===== src/rtl/fp16_pkg.sv =====
// Shared types and constants for the FP16 sequential multiplier.
package fp16_pkg;

   localparam int unsigned BIAS    = 15;
   localparam logic [4:0]  EXP_INF = 5'h1F;
   localparam logic [15:0] QNAN    = 16'h7E00;

   typedef enum logic [2:0] {
      IDLE,
      MULT,
      NORM,
      PACK,
      DONE
   } state_t;

   typedef struct packed {
      logic        sign;
      logic [4:0]  exp;
      logic [10:0] mant;
      logic        is_zero;
      logic        is_inf;
      logic        is_nan;
   } unpacked_t;

endpackage


===== src/rtl/fp16_unpack.sv =====
// Classifies an FP16 operand and expands denormals to exponent 1 with hidden bit 0.
import fp16_pkg::*;

module fp16_unpack (
   input  logic [15:0] value,
   output unpacked_t   fields
);

   logic [4:0] exp_field;
   logic [9:0] frac_field;

   always_comb begin
      exp_field      = value[14:10];
      frac_field     = value[9:0];
      fields.sign    = value[15];
      fields.exp     = (exp_field == 5'd0) ? 5'd1 : exp_field;
      fields.mant    = {(exp_field != 5'd0), frac_field};
      fields.is_nan  = (exp_field == EXP_INF) && (frac_field != 10'd0);
      fields.is_inf  = (exp_field == EXP_INF) && (frac_field == 10'd0);
      fields.is_zero = (exp_field == 5'd0) && (frac_field == 10'd0);
   end

endmodule


===== src/rtl/fp16_seq_multiplier.sv =====
// Sequential FP16 multiplier: 11-cycle shift-add mantissa product, normalise, pack.
// Define FP16_MUL_RNE_EN for round-to-nearest-even; default truncates.
import fp16_pkg::*;

module fp16_seq_multiplier (
   input  logic        clk,
   input  logic        rst_n,
   input  logic        in_valid,
   output logic        in_ready,
   input  logic [15:0] a,
   input  logic [15:0] b,
   output logic        out_valid,
   input  logic        out_ready,
   output logic [15:0] out
);

   state_t             state, next_state;
   unpacked_t          ua, ub;
   logic               sign, nan_flag, inf_flag, zero_flag, special;
   logic               nan_in, inf_in, zero_in, special_in;
   logic [10:0]        mcand, mplier;
   logic [21:0]        prod;
   logic [3:0]         count;
   logic signed [6:0]  exponent;
   logic [6:0]         exp_sum;
   logic [14:0]        field;
   logic [4:0]         exp_bits;
   logic [15:0]        result;

   fp16_unpack u_unpack_a (.value(a), .fields(ua));
   fp16_unpack u_unpack_b (.value(b), .fields(ub));

   always_comb begin
      nan_in     = ua.is_nan || ub.is_nan || (ua.is_inf && ub.is_zero) || (ua.is_zero && ub.is_inf);
      inf_in     = ua.is_inf || ub.is_inf;
      zero_in    = ua.is_zero || ub.is_zero;
      special_in = nan_in || inf_in || zero_in;
      exp_sum    = 7'(ua.exp) + 7'(ub.exp) - 7'(BIAS);
   end

   always_ff @(posedge clk or negedge rst_n) begin
      if (!rst_n) state <= IDLE;
      else        state <= next_state;
   end

   // Specials pass through NORM untouched, giving them a fixed two-cycle latency.
   always_comb begin
      next_state = state;
      in_ready   = 1'b0;
      case (state)
         IDLE: begin
            in_ready = 1'b1;
            if (in_valid) next_state = special_in ? NORM : MULT;
         end
         MULT: if (count == 4'd10) next_state = NORM;
         NORM: if (special || prod[21] || prod[20] || exponent <= 7'sd1) next_state = PACK;
         PACK: next_state = DONE;
         DONE: if (out_ready) next_state = IDLE;
         default: next_state = IDLE;
      endcase
   end

   always_comb begin
      exp_bits = (exponent == 7'sd1 && !prod[20]) ? 5'd0 : exponent[4:0];
      field    = {exp_bits, prod[19:10]};
`ifdef FP16_MUL_RNE_EN
      // A carry out of exponent 30 lands exactly on the Inf encoding.
      field    = field + 15'(prod[9] & ((|prod[8:0]) | prod[10]));
`endif
      if (nan_flag)                result = QNAN;
      else if (inf_flag)           result = {sign, EXP_INF, 10'h0};
      else if (zero_flag)          result = {sign, 15'h0};
      else if (exponent >= 7'sd31) result = {sign, EXP_INF, 10'h0};
      else if (exponent < 7'sd1)   result = {sign, 15'h0};
      else                         result = {sign, field};
   end

   always_ff @(posedge clk or negedge rst_n) begin
      if (!rst_n) begin
         sign      <= 1'b0;
         nan_flag  <= 1'b0;
         inf_flag  <= 1'b0;
         zero_flag <= 1'b0;
         special   <= 1'b0;
         mcand     <= '0;
         mplier    <= '0;
         prod      <= '0;
         count     <= '0;
         exponent  <= '0;
         out_valid <= 1'b0;
         out       <= '0;
      end else begin
         case (state)
            IDLE: if (in_valid) begin
               sign      <= ua.sign ^ ub.sign;
               mcand     <= ua.mant;
               mplier    <= ub.mant;
               exponent  <= exp_sum;
               nan_flag  <= nan_in;
               inf_flag  <= inf_in;
               zero_flag <= zero_in;
               special   <= special_in;
               prod      <= '0;
               count     <= '0;
            end
            MULT: begin
               if (mplier[count]) prod <= prod + (22'(mcand) << count);
               count <= count + 4'd1;
            end
            NORM: if (!special) begin
               if (prod[21]) begin
                  prod     <= prod >> 1;
                  exponent <= exponent + 7'sd1;
               end else if (!prod[20] && exponent > 7'sd1) begin
                  prod     <= prod << 1;
                  exponent <= exponent - 7'sd1;
               end
            end
            PACK: begin
               out       <= result;
               out_valid <= 1'b1;
            end
            DONE: if (out_ready) out_valid <= 1'b0;
            default: ;
         endcase
      end
   end

endmodule

===== config.mk =====
export PLATFORM = sky130hd
export DESIGN_NAME = fp16_seq_multiplier
export DESIGN_NICKNAME = d
export VERILOG_FILES = /design/src/rtl/fp16_pkg.sv /design/src/rtl/fp16_unpack.sv /design/src/rtl/fp16_seq_multiplier.sv
export SDC_FILE = /design/constraint.sdc
export NUM_CORES = 1
export LEC_CHECK = 0
export BUFFER_PORTS_ARGS = -buffer_cell sky130_fd_sc_hd__buf_4
export CAP_MARGIN = 5
export CORE_AREA = 2 2 119 121
export DETAILED_ROUTE_END_ITERATION = 7
export DIE_AREA = 0 0 121 123
export PLACE_DENSITY = 0.74
export SETUP_SLACK_MARGIN = 0.5
export SYNTH_ARGS = -nofsm -noshare
export SYNTH_HDL_FRONTEND = slang
export SYNTH_SLANG_ARGS = --single-unit

===== constraint.sdc =====
create_clock -name clk -period 4.55 [get_ports clk]
set_input_delay 1.1375 -clock clk [delete_from_list [all_inputs] [get_ports clk]]
set_output_delay 1.1375 -clock clk [all_outputs]
set_load 0.1 [all_outputs]

---- Word-level counts from Yosys, hierarchy flattened ----
Index checks and enable logic that the tools add are counted.
operators by class
  eq/ne operators ......................... 15
  magnitude comparators ................... 5
  $add $sub $neg .......................... 6
  shift-type cells ........................ 1
  bitwise logic cells ..................... 1
  reduce and logical (&&, ||, !) cells .... 41
  mux-type cells .......................... 32
operators with widths
  operator                                                                number
  22-bit 2-to-1 mux                                                       5
  22-bit one-hot mux with 3 select lines                                  1
  15-bit 2-to-1 mux                                                       4
  7-bit 2-to-1 mux                                                        4
  22-bit adder                                                            1
  11-bit by 4-bit << shifter with 22-bit output                           1
  10-bit zero test                                                        2
  10-bit nonzero test                                                     2
  16-bit 2-to-1 mux                                                       1
  5-bit 2-to-1 mux                                                        3
  3-bit one-hot mux with 5 select lines                                   1
  7-bit one-hot mux with 2 select lines                                   1
  3-bit 2-to-1 mux                                                        4
  2-bit != test (second input constant)                                   6
  4-bit AND reduction                                                     3
  5-bit equality test (second input constant)                             2
  1-bit logical AND                                                       10
  5-bit zero test                                                         2
  1-bit logical OR                                                        10
  5-bit nonzero test                                                      2
  4-bit one-hot mux with 2 select lines                                   1
  7-bit by 2-bit adder with 7-bit output (second input constant)          1
  7-bit by 2-bit equality test with 1-bit output (second input constant)  1
  7-bit by 6-bit >= comparator with 1-bit output (second input constant)  1
  other kinds (25)                                                        32
word-level totals
  input port bits ......................... 36
  register bits after elaboration ......... 80

---- Logic depth before layout (Yosys ltp) ----
Gate-level depths: netlist of run 1.
  depth after elaboration ................. 10
  mapped depth ............................ 18
  mapped depth without buffers ............ 15

---- Cells and area by module ----
A second synthesis of run 1 with hierarchy kept.
unflattened totals
  cell total of the unflattened synthesis .. 732
  area total of the unflattened synthesis .. 6247.2 um^2
by module, submodules not included
  module               times used  area an instance (um^2)  cells each
  fp16_seq_multiplier  1           5896.9                   676
  fp16_unpack          2           175.2                    28

---- Least setup slack after synthesis of run 1 ----
No wires, ideal clock.
  path kind ............................... register to output
  from .................................... register state[2]
  to ...................................... output port in_ready
  stages on the path, launching flop included .. 3
  arrival ................................. 2651 ps
  path slack .............................. 761 ps
  required time ........................... 3413 ps
  path buffers ............................ 1
  cells stage by stage .................... dfrtp_1 > clkbuf_1 > nor3_1
between the ends
  longest elaborated chain between the ends .. 2
ends and longest elaborated chain
  item                    RTL line                   source
  start, declared         fp16_seq_multiplier.sv:17  state_t state, next_state;
  start signal, assigned  fp16_seq_multiplier.sv:43  else state <= next_state;
  3-bit zero test         fp16_seq_multiplier.sv:50  case (state)
  1-bit 2-to-1 mux        fp16_seq_multiplier.sv:50
  end, declared           fp16_seq_multiplier.sv:9   output logic in_ready,
Every way passes these cells.

---- Final worst setup path of run 1 ----
  from .................................... register count[0]
  to ...................................... register prod[17]
between the ends
  longest elaborated chain between the ends .. 4
  elaborated cells on any way between the ends .. 8
  classes of those cells .................. add/sub (1); eq/ne (1); shift (1); mux (4); reduce/logical (1)
ends and longest elaborated chain
  item                                                                                                        RTL line                    source
  start, declared                                                                                             fp16_seq_multiplier.sv:23   logic [3:0] count;
  start signal, assigned                                                                                      fp16_seq_multiplier.sv:108  count <= count + 4'd1;
  11-bit by 4-bit << shifter with 22-bit output or 1-bit binary-select mux with 4-bit select (tied branches)  fp16_seq_multiplier.sv:107  if (mplier[count]) prod <= prod + (22'(mcand) << count);
  22-bit adder or 1-bit 2-to-1 mux (tied branches)                                                            fp16_seq_multiplier.sv:107
  22-bit 2-to-1 mux or 2-bit != test (tied branches)                                                          n/a
  22-bit one-hot mux with 3 select lines or 5-bit AND reduction (tied branches)                               n/a
  end signal, assigned                                                                                        fp16_seq_multiplier.sv:107
  end signal, assigned                                                                                        fp16_seq_multiplier.sv:112  prod <= prod >> 1;
  end signal, assigned                                                                                        fp16_seq_multiplier.sv:115  prod <= prod << 1;
  end, declared                                                                                               fp16_seq_multiplier.sv:22   logic [21:0] prod;
Parallel ways exist; a longest one is shown, timed or not. The select of a mux whose other input is x is not followed.
A chain may end at the register's enable or synchronous reset.

==> results of run 1 <==
==> state kept, by name (all words and copies together) (netlist names), 3 cells and up <==
register	count
count	4
exponent	7
prod	22
out	16
mcand	11
state	3
mplier	11
==> per-layer routing <==
layer  wire (µm)  vias up  track usage [%]
li1            -     2635                -
met1        7290     2449             29.7
met2        6260      140             29.5
met3         655       20             4.06
met4         261        0             7.12
met5           0        -                0
==> cells in the mapped netlist, drive strengths merged (18+ instances only) <==
master,n,area (µm²)
dfrtp,80,2000
a21oi,65,337
nand2,65,244
nor2,65,244
o21ai,47,235
ha,35,438
clkbuf,33,124
mux2,25,282
nand3,22,110
a22oi,19,143
inv,18,67.6
==> metrics by stage <==
step	util (%)	cell area [µm²]	std cells	hold slack (ns)	setup slack, ns
3_5_place_dp	47.3	6440	891	0.467	0.821
4_1_cts	49.5	6740	907	0.481	0.816
6_report	49.5	6740	907	0.471	0.809
2_1_floorplan	-	5960	698	0.475	0.761
3_3_place_gp	47.3	6440	891	0.464	0.839
5_1_grt	49.5	6740	907	0.517	0.504
==> worst max-delay path: stages, from the launching register on <==
cell     delay (ns)
dfrtp_1        0.66
mux2_2         0.43
o21ai_0        0.24
nor2_1         0.07
a21oi_1        0.24
o22ai_1        0.17
ha_1           0.38
a21oi_1        0.15
o21ai_0        0.13
a21oi_1        0.12
a21bo_2        0.28
or3b_2         0.47
a31oi_1        0.19
a21oi_1        0.09
==> placed cells by master, fill, tap and decap left out, types with 4 or more instances in the layout <==
cell | netlist | routed
nor2b_1 | 8 | 8
a211oi_1 | 4 | 4
nand2b_1 | 6 | 6
mux2_2 | 25 | 25
a22oi_1 | 19 | 19
a21oi_1 | 64 | 64
a21o_1 | 5 | 5
nand3_1 | 22 | 22
o221ai_1 | 11 | 11
and3_1 | 5 | 5
nor4_1 | 4 | 4
and2_1 | 4 | 4
nand3b_1 | 4 | 4
nand4_1 | 6 | 6
xnor2_1 | 7 | 7
xor2_1 | 10 | 10
mux2i_1 | 16 | 16
o21a_1 | 13 | 13
nor3_1 | 15 | 15
ha_1 | 35 | 35
dfrtp_1 | 80 | 80
or2_2 | 4 | 4
clkbuf_16 | 0 | 9
a31oi_1 | 16 | 16
buf_4 | 0 | 62
nor2_1 | 65 | 65
inv_1 | 18 | 18
o21ai_0 | 45 | 45
nand2_1 | 65 | 65
or4_1 | 4 | 4
a22o_1 | 9 | 9
o22ai_1 | 10 | 10
o211ai_1 | 4 | 4
or3_1 | 4 | 4
==> how the worst max path moves through the flow <==
stage / endpoint / from / slack [ns]
floorplan: in_ready / state[2] / 0.76
global placement: prod[17] / count[0] / 0.84
detailed placement: prod[17] / count[0] / 0.82
CTS: prod[17] / count[0] / 0.82
global route: prod[19] / count[0] / 0.50
finish: prod[17] / count[0] / 0.81
==> kinds of logic (layout without fill, tap and decap cells) <==
logic type	count (synthesis)	in the layout
simple gates	227	227
compound gates	225	225
flops	80	80
buf+inv	69	98
mux	43	43
fa+ha+maj	37	37
xor+xnor	17	17
==> cell type report <==
| class | count | area share (%) |
|---|---|---|
| multi-input combinational | 549 | 54.5 |
| sequential | 80 | 29.7 |
| timing repair buffer | 62 | 6.91 |
| clock buffer | 12 | 3.66 |
| tap | 180 | 3.34 |
| inverter | 20 | 1.11 |
| clock inverter | 4 | 0.780 |
==> results.sh, run 1 <==
export IMPL_outcome="finished, final reports clean"
export IMPL_grt_max_degree=81
export IMPL_cts_buffer_depth=2
export IMPL_insertedDiodeCount=0
export IMPL_max_cap_violations=0
export IMPL_crit_reg2reg_capture="prod[17]"
export IMPL_drc_errors=0
export IMPL_die_w_um=121
export IMPL_first_pass_iters=5
export IMPL_gp_congestion=0.952
export IMPL_seqCellArea_mm2=0.00200
export IMPL_critPathLaunchType="register"
export IMPL_synth_nets=771
export IMPL_post_drt_wl_per_cell_um=16.0
export IMPL_hold_buffers=0
export IMPL_syn_to_final_growth_pct=13.0
export IMPL_place_hpwl_mm=10.6
export IMPL_synth_enable_flop_cells=0
export IMPL_synth_cell_types=67
export IMPL_synth_seq_cells=80
export IMPL_synth_adder_area_share_pct=8.02
export IMPL_yosys_mux_area_fraction_pct=8.17
export IMPL_synth_xor_xnor_area_share_pct=2.50
export IMPL_cp_data_arrival_time_ns=3.96
export IMPL_vias_per_cell=5.78
export IMPL_clock_fmax_ghz=0.267
export IMPL_final_nets=795
export IMPL_ff2ff_setup_slack_ns=0.81
export IMPL_hold_violations=0
export IMPL_num_rows=43
export IMPL_synth_simple_gate_area_share_pct=18.5
export IMPL_io_buffers=53
export IMPL_cts_sinks=80
export IMPL_postRouteAntennaNets=0
export IMPL_cts_root_buf="clkbuf_16"
export IMPL_drt_wl_total_mm=14.5
export IMPL_multi_input_area_mm2=0.00367
export IMPL_required_ns=4.76
export IMPL_r2r_start="count[0]"
export IMPL_syn_area_mm2=0.00596
export IMPL_postCtsResizedCells=0
export IMPL_layout_min_cycle_time_ns=3.74
export IMPL_layout_worst_path_cycle_share_pct=82.2
export IMPL_cts_setup_buffers=0
export IMPL_via_count=5244
export IMPL_initial_core_util_pct=43.8
export IMPL_seq_area_frac_synth_pct=33.6
export IMPL_dieArea_mm2=0.0149
export IMPL_synthFlopType="dfrtp_1"
export IMPL_yosysWarnings=0
export IMPL_drt_initial_drc_count=316
export IMPL_tightest_slew_ns=1.04
export IMPL_grt_antenna_before_repair=0
export IMPL_min_from="out[15]"
export IMPL_relSlewSlack_pct=30.4
export IMPL_hold_class="reg -> reg"
export IMPL_coreArea_mm2=0.0136
export IMPL_syn_inst=698
export IMPL_crit_fanout=14
export IMPL_endpoint_kind="register"
export IMPL_holdPathEnd="out[15]"
export IMPL_grt_pass1_vias=4815
export IMPL_worst_r2r_cell_count=13
export IMPL_die_height_um=123
export IMPL_layout_drive_gt1_share_pct=16.1
export IMPL_setup_viol=0
export IMPL_cts_made_buffers=9
export IMPL_cts_max_level=3
export IMPL_grt_pass1_wl_mm=24.1
export IMPL_grt_overflow_total=0
export IMPL_clock_latency_ns=0.35
export IMPL_tritoncts="built"
export IMPL_fin_tns_setup_ns=0
export IMPL_fillers=1306
export IMPL_report_final_slew_viol_count=0
export IMPL_hold_depth=2
export IMPL_finClkSkew_ns=0.0110
export IMPL_ios=54
export IMPL_synth_compound_area_share_pct=24.2
export IMPL_track_usage_pct=20.2
export IMPL_clkTransAtPathRegs_ns=0.06
export IMPL_async_reset_ff_share_pct=100
export IMPL_critical_path_class="reg -> reg"
export IMPL_rsz0062_at_grt="false"
export IMPL_avgSynthCellArea_um2=8.54
export IMPL_synth_top_family_by_area="compound AO/OA/AOI/OAI gates"
Power of run 1 is not shown: default switching activity piles up to over one toggle a cycle in this logic, so the estimate is an artifact.
==> run 2: changes to the inputs <==
--- a/config.mk
+++ b/config.mk
@@ -10,7 +10,7 @@
 export CORE_AREA = 2 2 119 121
 export DETAILED_ROUTE_END_ITERATION = 7
 export DIE_AREA = 0 0 121 123
-export PLACE_DENSITY = 0.74
+export PLACE_DENSITY = 0.76
 export SETUP_SLACK_MARGIN = 0.5
 export SYNTH_ARGS = -nofsm -noshare
 export SYNTH_HDL_FRONTEND = slang
==> constraint.sdc (replaced) <==
create_clock -name clk -period 3.1 [get_ports clk]
set_input_delay 0.775 -clock clk [delete_from_list [all_inputs] [get_ports clk]]
set_output_delay 0.775 -clock clk [all_outputs]
set_load 0.1 [all_outputs]
==> results.sh, run 2 (synthesis gave the netlist of run 1 again) <==
export IMPL_outcome="finished, violations left"
export IMPL_violations="negative setup slack"
export IMPL_vias_per_cell=5.95
export IMPL_cts_sinks=80
export IMPL_drt_wl_total_mm=17.2
export IMPL_layout_drive_gt1_share_pct=36.7
export IMPL_max_stage_delay_ns=0.52
export IMPL_grt_antenna_before_repair=0
export IMPL_place_hpwl_mm=11.5
export IMPL_largest_register="prod"
export IMPL_multi_input_area_mm2=0.00428
export IMPL_cpMostUsedCell="nand2_1"
export IMPL_ios=54
export IMPL_final_area_mm2=0.00806
export IMPL_postRouteAntennaNets=0
export IMPL_path_buf_inv=3
export IMPL_syn_to_final_growth_pct=35.3
export IMPL_die_height_um=123
export IMPL_ff2ff_setup_slack_ns=-0.15
export IMPL_report_final_slew_viol_count=0
export IMPL_grt_max_degree=45
export IMPL_hold_class="in -> async"
export IMPL_path_cells="buf_12 > mux4_2 > nand2_1 > o21ai_1 > nand2_1 > o21ai_1 > ha_1 > buf_4 > a21oi_4 > buf_4 > o21ai_0 > a21oi_2 > o211ai_1 > o21ai_0 > nand2_1 > a31oi_1"
export IMPL_rsz0062_at_grt="true"
export IMPL_final_nets=876
export IMPL_num_rows=43
export IMPL_cts_buffer_depth=2
export IMPL_grt_pass1_wl_mm=26.8
export IMPL_cts_root_buf="clkbuf_16"
export IMPL_clkTransAtPathRegs_ns=0.06
export IMPL_worst_r2r_cell_count=16
export IMPL_endpoint_kind="register"
export IMPL_io_buffers=53
export IMPL_hold_buffers=0
export IMPL_tritoncts="built"
export IMPL_drc_errors=0
export IMPL_seqCellArea_mm2=0.00200
export IMPL_insertedDiodeCount=0
export IMPL_critical_path_class="reg -> reg"
export IMPL_path_delay_family="compound AO/OA/AOI/OAI gates"
export IMPL_critPathLaunchType="register"
export IMPL_grt_pass1_vias=5478
export IMPL_layout_worst_path_cycle_share_pct=105
export IMPL_cts_max_level=3
export IMPL_setup_slack_ns=-0.150
export IMPL_via_count=5871
export IMPL_mostFrequentLayoutCell="buf_4"
export IMPL_reg_top3="prod: 22 flops, out: 16 flops"
export IMPL_drt_initial_drc_count=385
export IMPL_placed_cell_area_mm2=0.00701
export IMPL_required_ns=3.38
export IMPL_tightest_slew_ns=0.607
export IMPL_max_cap_violations=0
export IMPL_crit_reg2reg_capture="prod[19]"
export IMPL_layout_min_cycle_time_ns=3.25
export IMPL_finClkSkew_ns=0.00782
export IMPL_dieArea_mm2=0.0149
export IMPL_clock_fmax_ghz=0.308
export IMPL_grt_overflow_total=0
export IMPL_layoutNonFillerInstCount=987
export IMPL_gp_congestion=0.931
export IMPL_hold_violations=0
export IMPL_fillers=1130
export IMPL_post_drt_wl_per_cell_um=17.4
export IMPL_cp_data_arrival_time_ns=3.53
export IMPL_relSlewSlack_pct=59.5
export IMPL_crit_slowest_cell="mux4_2"
export IMPL_first_pass_iters=5
export IMPL_cp_depth=16
export IMPL_r2r_start="count[0]"
export IMPL_clock_latency_ns=0.36
export IMPL_dp_cells=947
export IMPL_setup_viol=7
export IMPL_largest_reg_flops=22
export IMPL_crit_fanout=7
export IMPL_cts_made_buffers=9
export IMPL_coreArea_mm2=0.0136
export IMPL_track_usage_pct=22.8
export IMPL_initial_core_util_pct=43.8
export IMPL_die_w_um=121
export IMPL_final_cell_mix="buf_4 (130), dfrtp_1 (79), nand2_1 (60)"
[run 2: cell types whose count changed in the layout (fill, tap and decap cells not counted), sizes merged]
cell | previous run | this run
inv | 19 | 18
clkinvlp | 0 | 1
buf | 62 | 143
clkinv | 4 | 3
[run 2: what timing repair did]
item,4_1_cts,5_1_grt
setup buffers,19,5
setup endpoints to repair,17,24
cloned,1,0
pin swaps,59,45
gates resized for setup,68,60
[run 2: stage by stage]
stage / worst slack, ns / hold WS [ns] / setup TNS, ns / utilization (%)
6_report: -0.150 / 0.425 / -0.627 / 59.2
5_1_grt: -0.292 / 0.466 / -1.97 / 59.2
4_1_cts: -0.0613 / 0.442 / -0.162 / 56.8
3_5_place_dp: -0.275 / 0.466 / -0.912 / 51.5
3_3_place_gp: -0.190 / 0.462 / -0.569 / 51.5
2_1_floorplan: -0.0769 / 0.475 / -0.157 / -
[run 2: routing by layer]
layer / GRT usage, % / routed length [µm]
met5: 0 / 0
met4: 9.08 / 507
met3: 4.43 / 1120
met2: 36.4 / 8160
met1: 30.6 / 7370
[run 2: cell type report]
| cell class | count | share of cell area (%) |
|---|---|---|
| Clock buffer | 12 | 3.06 |
| Clock inverter | 3 | 0.528 |
| Inverter | 20 | 0.978 |
| Multi-Input combinational cell | 549 | 53.1 |
| Sequential cell | 80 | 24.8 |
| Tap cell | 180 | 2.79 |
| Timing Repair Buffer | 143 | 14.7 |
[run 2: how the worst max path moves through the flow]
stage	startpoint	endpoint	slack [ns]
2_1_floorplan	count[0]	prod[17]	-0.08
3_3_place_gp	count[0]	prod[18]	-0.19
3_5_place_dp	count[0]	prod[17]	-0.28
4_1_cts	count[0]	prod[17]	-0.06
5_1_grt	count[0]	prod[20]	-0.29
6_report	count[0]	prod[19]	-0.15
Power of run 2 is left out for the same reason.
==> run 3: changes to the inputs <==
--- a/config.mk
+++ b/config.mk
@@ -5,12 +5,12 @@
 export SDC_FILE = /design/constraint.sdc
 export NUM_CORES = 1
 export LEC_CHECK = 0
-export BUFFER_PORTS_ARGS = -buffer_cell sky130_fd_sc_hd__buf_4
 export CAP_MARGIN = 5
 export CORE_AREA = 2 2 119 121
 export DETAILED_ROUTE_END_ITERATION = 7
 export DIE_AREA = 0 0 121 123
-export PLACE_DENSITY = 0.76
+export DONT_BUFFER_PORTS = 1
+export PLACE_DENSITY = 0.67
 export SETUP_SLACK_MARGIN = 0.5
 export SYNTH_ARGS = -nofsm -noshare
 export SYNTH_HDL_FRONTEND = slang
==> results.sh, run 3 (synthesis gave the netlist of run 1 again) <==
export IMPL_report_final_slew_viol_count=0
export IMPL_track_usage_pct=22.9
export IMPL_hold_violations=0
export IMPL_crit_fanout=8
export IMPL_drt_initial_drc_count=451
export IMPL_grt_overflow_total=0
export IMPL_max_stage_delay_ns=0.43
export IMPL_cpMostUsedCell="o21ai_0"
export IMPL_path_buf_inv=2
export IMPL_clock_fmax_ghz=0.303
export IMPL_rsz0062_at_grt="true"
export IMPL_final_nets=834
export IMPL_place_hpwl_mm=12.2
export IMPL_post_drt_wl_per_cell_um=18.0
export IMPL_r2r_start="count[0]"
export IMPL_dieArea_mm2=0.0149
export IMPL_via_count=5634
export IMPL_placed_cell_area_mm2=0.00671
export IMPL_tightest_slew_ns=0.945
export IMPL_clkTransAtPathRegs_ns=0.07
export IMPL_largest_register="prod"
export IMPL_reg_top3="prod: 22 flops, out: 16 flops"
export IMPL_cts_sinks=80
export IMPL_first_pass_iters=5
export IMPL_drc_errors=0
export IMPL_cts_max_level=3
export IMPL_hold_buffers=0
export IMPL_cts_buffer_depth=2
export IMPL_cp_data_arrival_time_ns=3.55
export IMPL_setup_viol=9
export IMPL_path_cells="clkbuf_16 > mux2i_1 > mux2i_1 > nand2_1 > o21ai_0 > nand2_1 > o21ai_0 > ha_1 > buf_4 > a21o_1 > a31oi_1 > o21ai_0 > a41oi_1 > nor3_1 > o32a_1"
export IMPL_grt_antenna_before_repair=0
export IMPL_syn_to_final_growth_pct=26.7
export IMPL_ios=54
export IMPL_postRouteAntennaNets=0
export IMPL_post_route_util_pct=55.5
export IMPL_layout_worst_path_cycle_share_pct=106
export IMPL_critPathLaunchType="register"
export IMPL_cts_root_buf="clkbuf_16"
export IMPL_tritoncts="built"
export IMPL_grt_pass1_wl_mm=27.1
export IMPL_grt_pass1_vias=5501
export IMPL_coreArea_mm2=0.0136
export IMPL_vias_per_cell=5.96
export IMPL_largest_reg_flops=22
export IMPL_hold_class="in -> async"
export IMPL_layout_min_cycle_time_ns=3.30
export IMPL_drt_wl_total_mm=17.0
export IMPL_critical_path_class="reg -> reg"
export IMPL_die_height_um=123
export IMPL_gp_congestion=0.961
export IMPL_whs_ns=0.114
export IMPL_endpoint_kind="register"
export IMPL_cts_made_buffers=9
export IMPL_final_cell_mix="buf_4 (96), dfrtp_1 (80), nand2_1 (61)"
export IMPL_insertedDiodeCount=0
export IMPL_violations="negative setup slack"
export IMPL_relSlewSlack_pct=37.0
export IMPL_initial_core_util_pct=43.8
export IMPL_die_w_um=121
export IMPL_max_cap_violations=0
export IMPL_required_ns=3.34
export IMPL_num_rows=43
export IMPL_grt_max_degree=81
export IMPL_mostFrequentLayoutCell="buf_4"
export IMPL_clock_latency_ns=0.36
export IMPL_setup_slack_ns=-0.201
export IMPL_final_area_mm2=0.00755
export IMPL_outcome="finished, violations left"
export IMPL_crit_slowest_cell="dfrtp_1"
export IMPL_path_delay_family="compound AO/OA/AOI/OAI gates"
export IMPL_startpoint="count[0]"
export IMPL_finClkSkew_ns=0.00895
export IMPL_io_buffers=0
export IMPL_layout_drive_gt1_share_pct=32.0
## run 3: cell types whose count changed in the layout (fill, tap and decap cells not counted), moves of 4 or more
| cell | previous run | this run |
|---|---|---|
| buf_4 | 130 | 96 |
| nor2_4 | 7 | 1 |
| buf_6 | 7 | 2 |
| ha_4 | 7 | 3 |
| o21ai_0 | 24 | 28 |
## run 3: area by class of cell
class                           count  area (µm²)
Fill cell                        1215        6060
Multi-Input combinational cell    549        4130
Sequential cell                    80        2000
Timing Repair Buffer              101         808
Clock buffer                       10         239
Tap cell                          180         225
Inverter                           20        75.1
Clock inverter                      6        73.8
## run 3: layer usage
metal | vias to the layer above | share of wire (%) | global-route usage, %
met3 | 29 | 5.7 | 6.46
met2 | 181 | 48 | 36.8
li1 | 2699 | - | -
met4 | 0 | 2.1 | 7.12
met1 | 2725 | 45 | 30.1
met5 | - | 0 | 0
## run 3: timing repair
item | CTS | global route
gates cloned | 0 | 1
buffers inserted | 3 | 18
pin swaps | 6 | 46
gates resized for setup | 29 | 61
setup endpoints to repair | 16 | 32
## run 3: final timing paths
path / to / slack [ns] / cells after the start
max: prod[18] / -0.20 / 15
min: prod[0] / 0.11 / 0
max reg2reg: prod[18] / -0.20 / 15
min reg2reg: mplier[2] / 0.50 / 1
max in group asynchronous: out[13] / 2.85 / 0
min in group clk: mplier[2] / 0.50 / 1
## run 3: metrics by stage
step           instances  setup WS (ns)  setup TNS (ns)
2_1_floorplan        698        -0.0769          -0.157
3_3_place_gp         908         -0.159          -0.396
3_5_place_dp         908         -0.186          -0.721
4_1_cts              927        -0.0716          -0.256
5_1_grt              946         -0.315           -2.68
6_report             946         -0.201           -1.06
## run 3: worst reg2reg max path, stage by stage (launching register included)
cell	delay [ns]
dfrtp_1	0.43
clkbuf_16	0.19
mux2i_1	0.28
mux2i_1	0.18
nand2_1	0.09
o21ai_0	0.11
nand2_1	0.08
o21ai_0	0.15
ha_1	0.34
buf_4	0.16
a21o_1	0.20
a31oi_1	0.16
o21ai_0	0.12
a41oi_1	0.27
nor3_1	0.08
o32a_1	0.35
Power of run 3 is left out for the same reason.
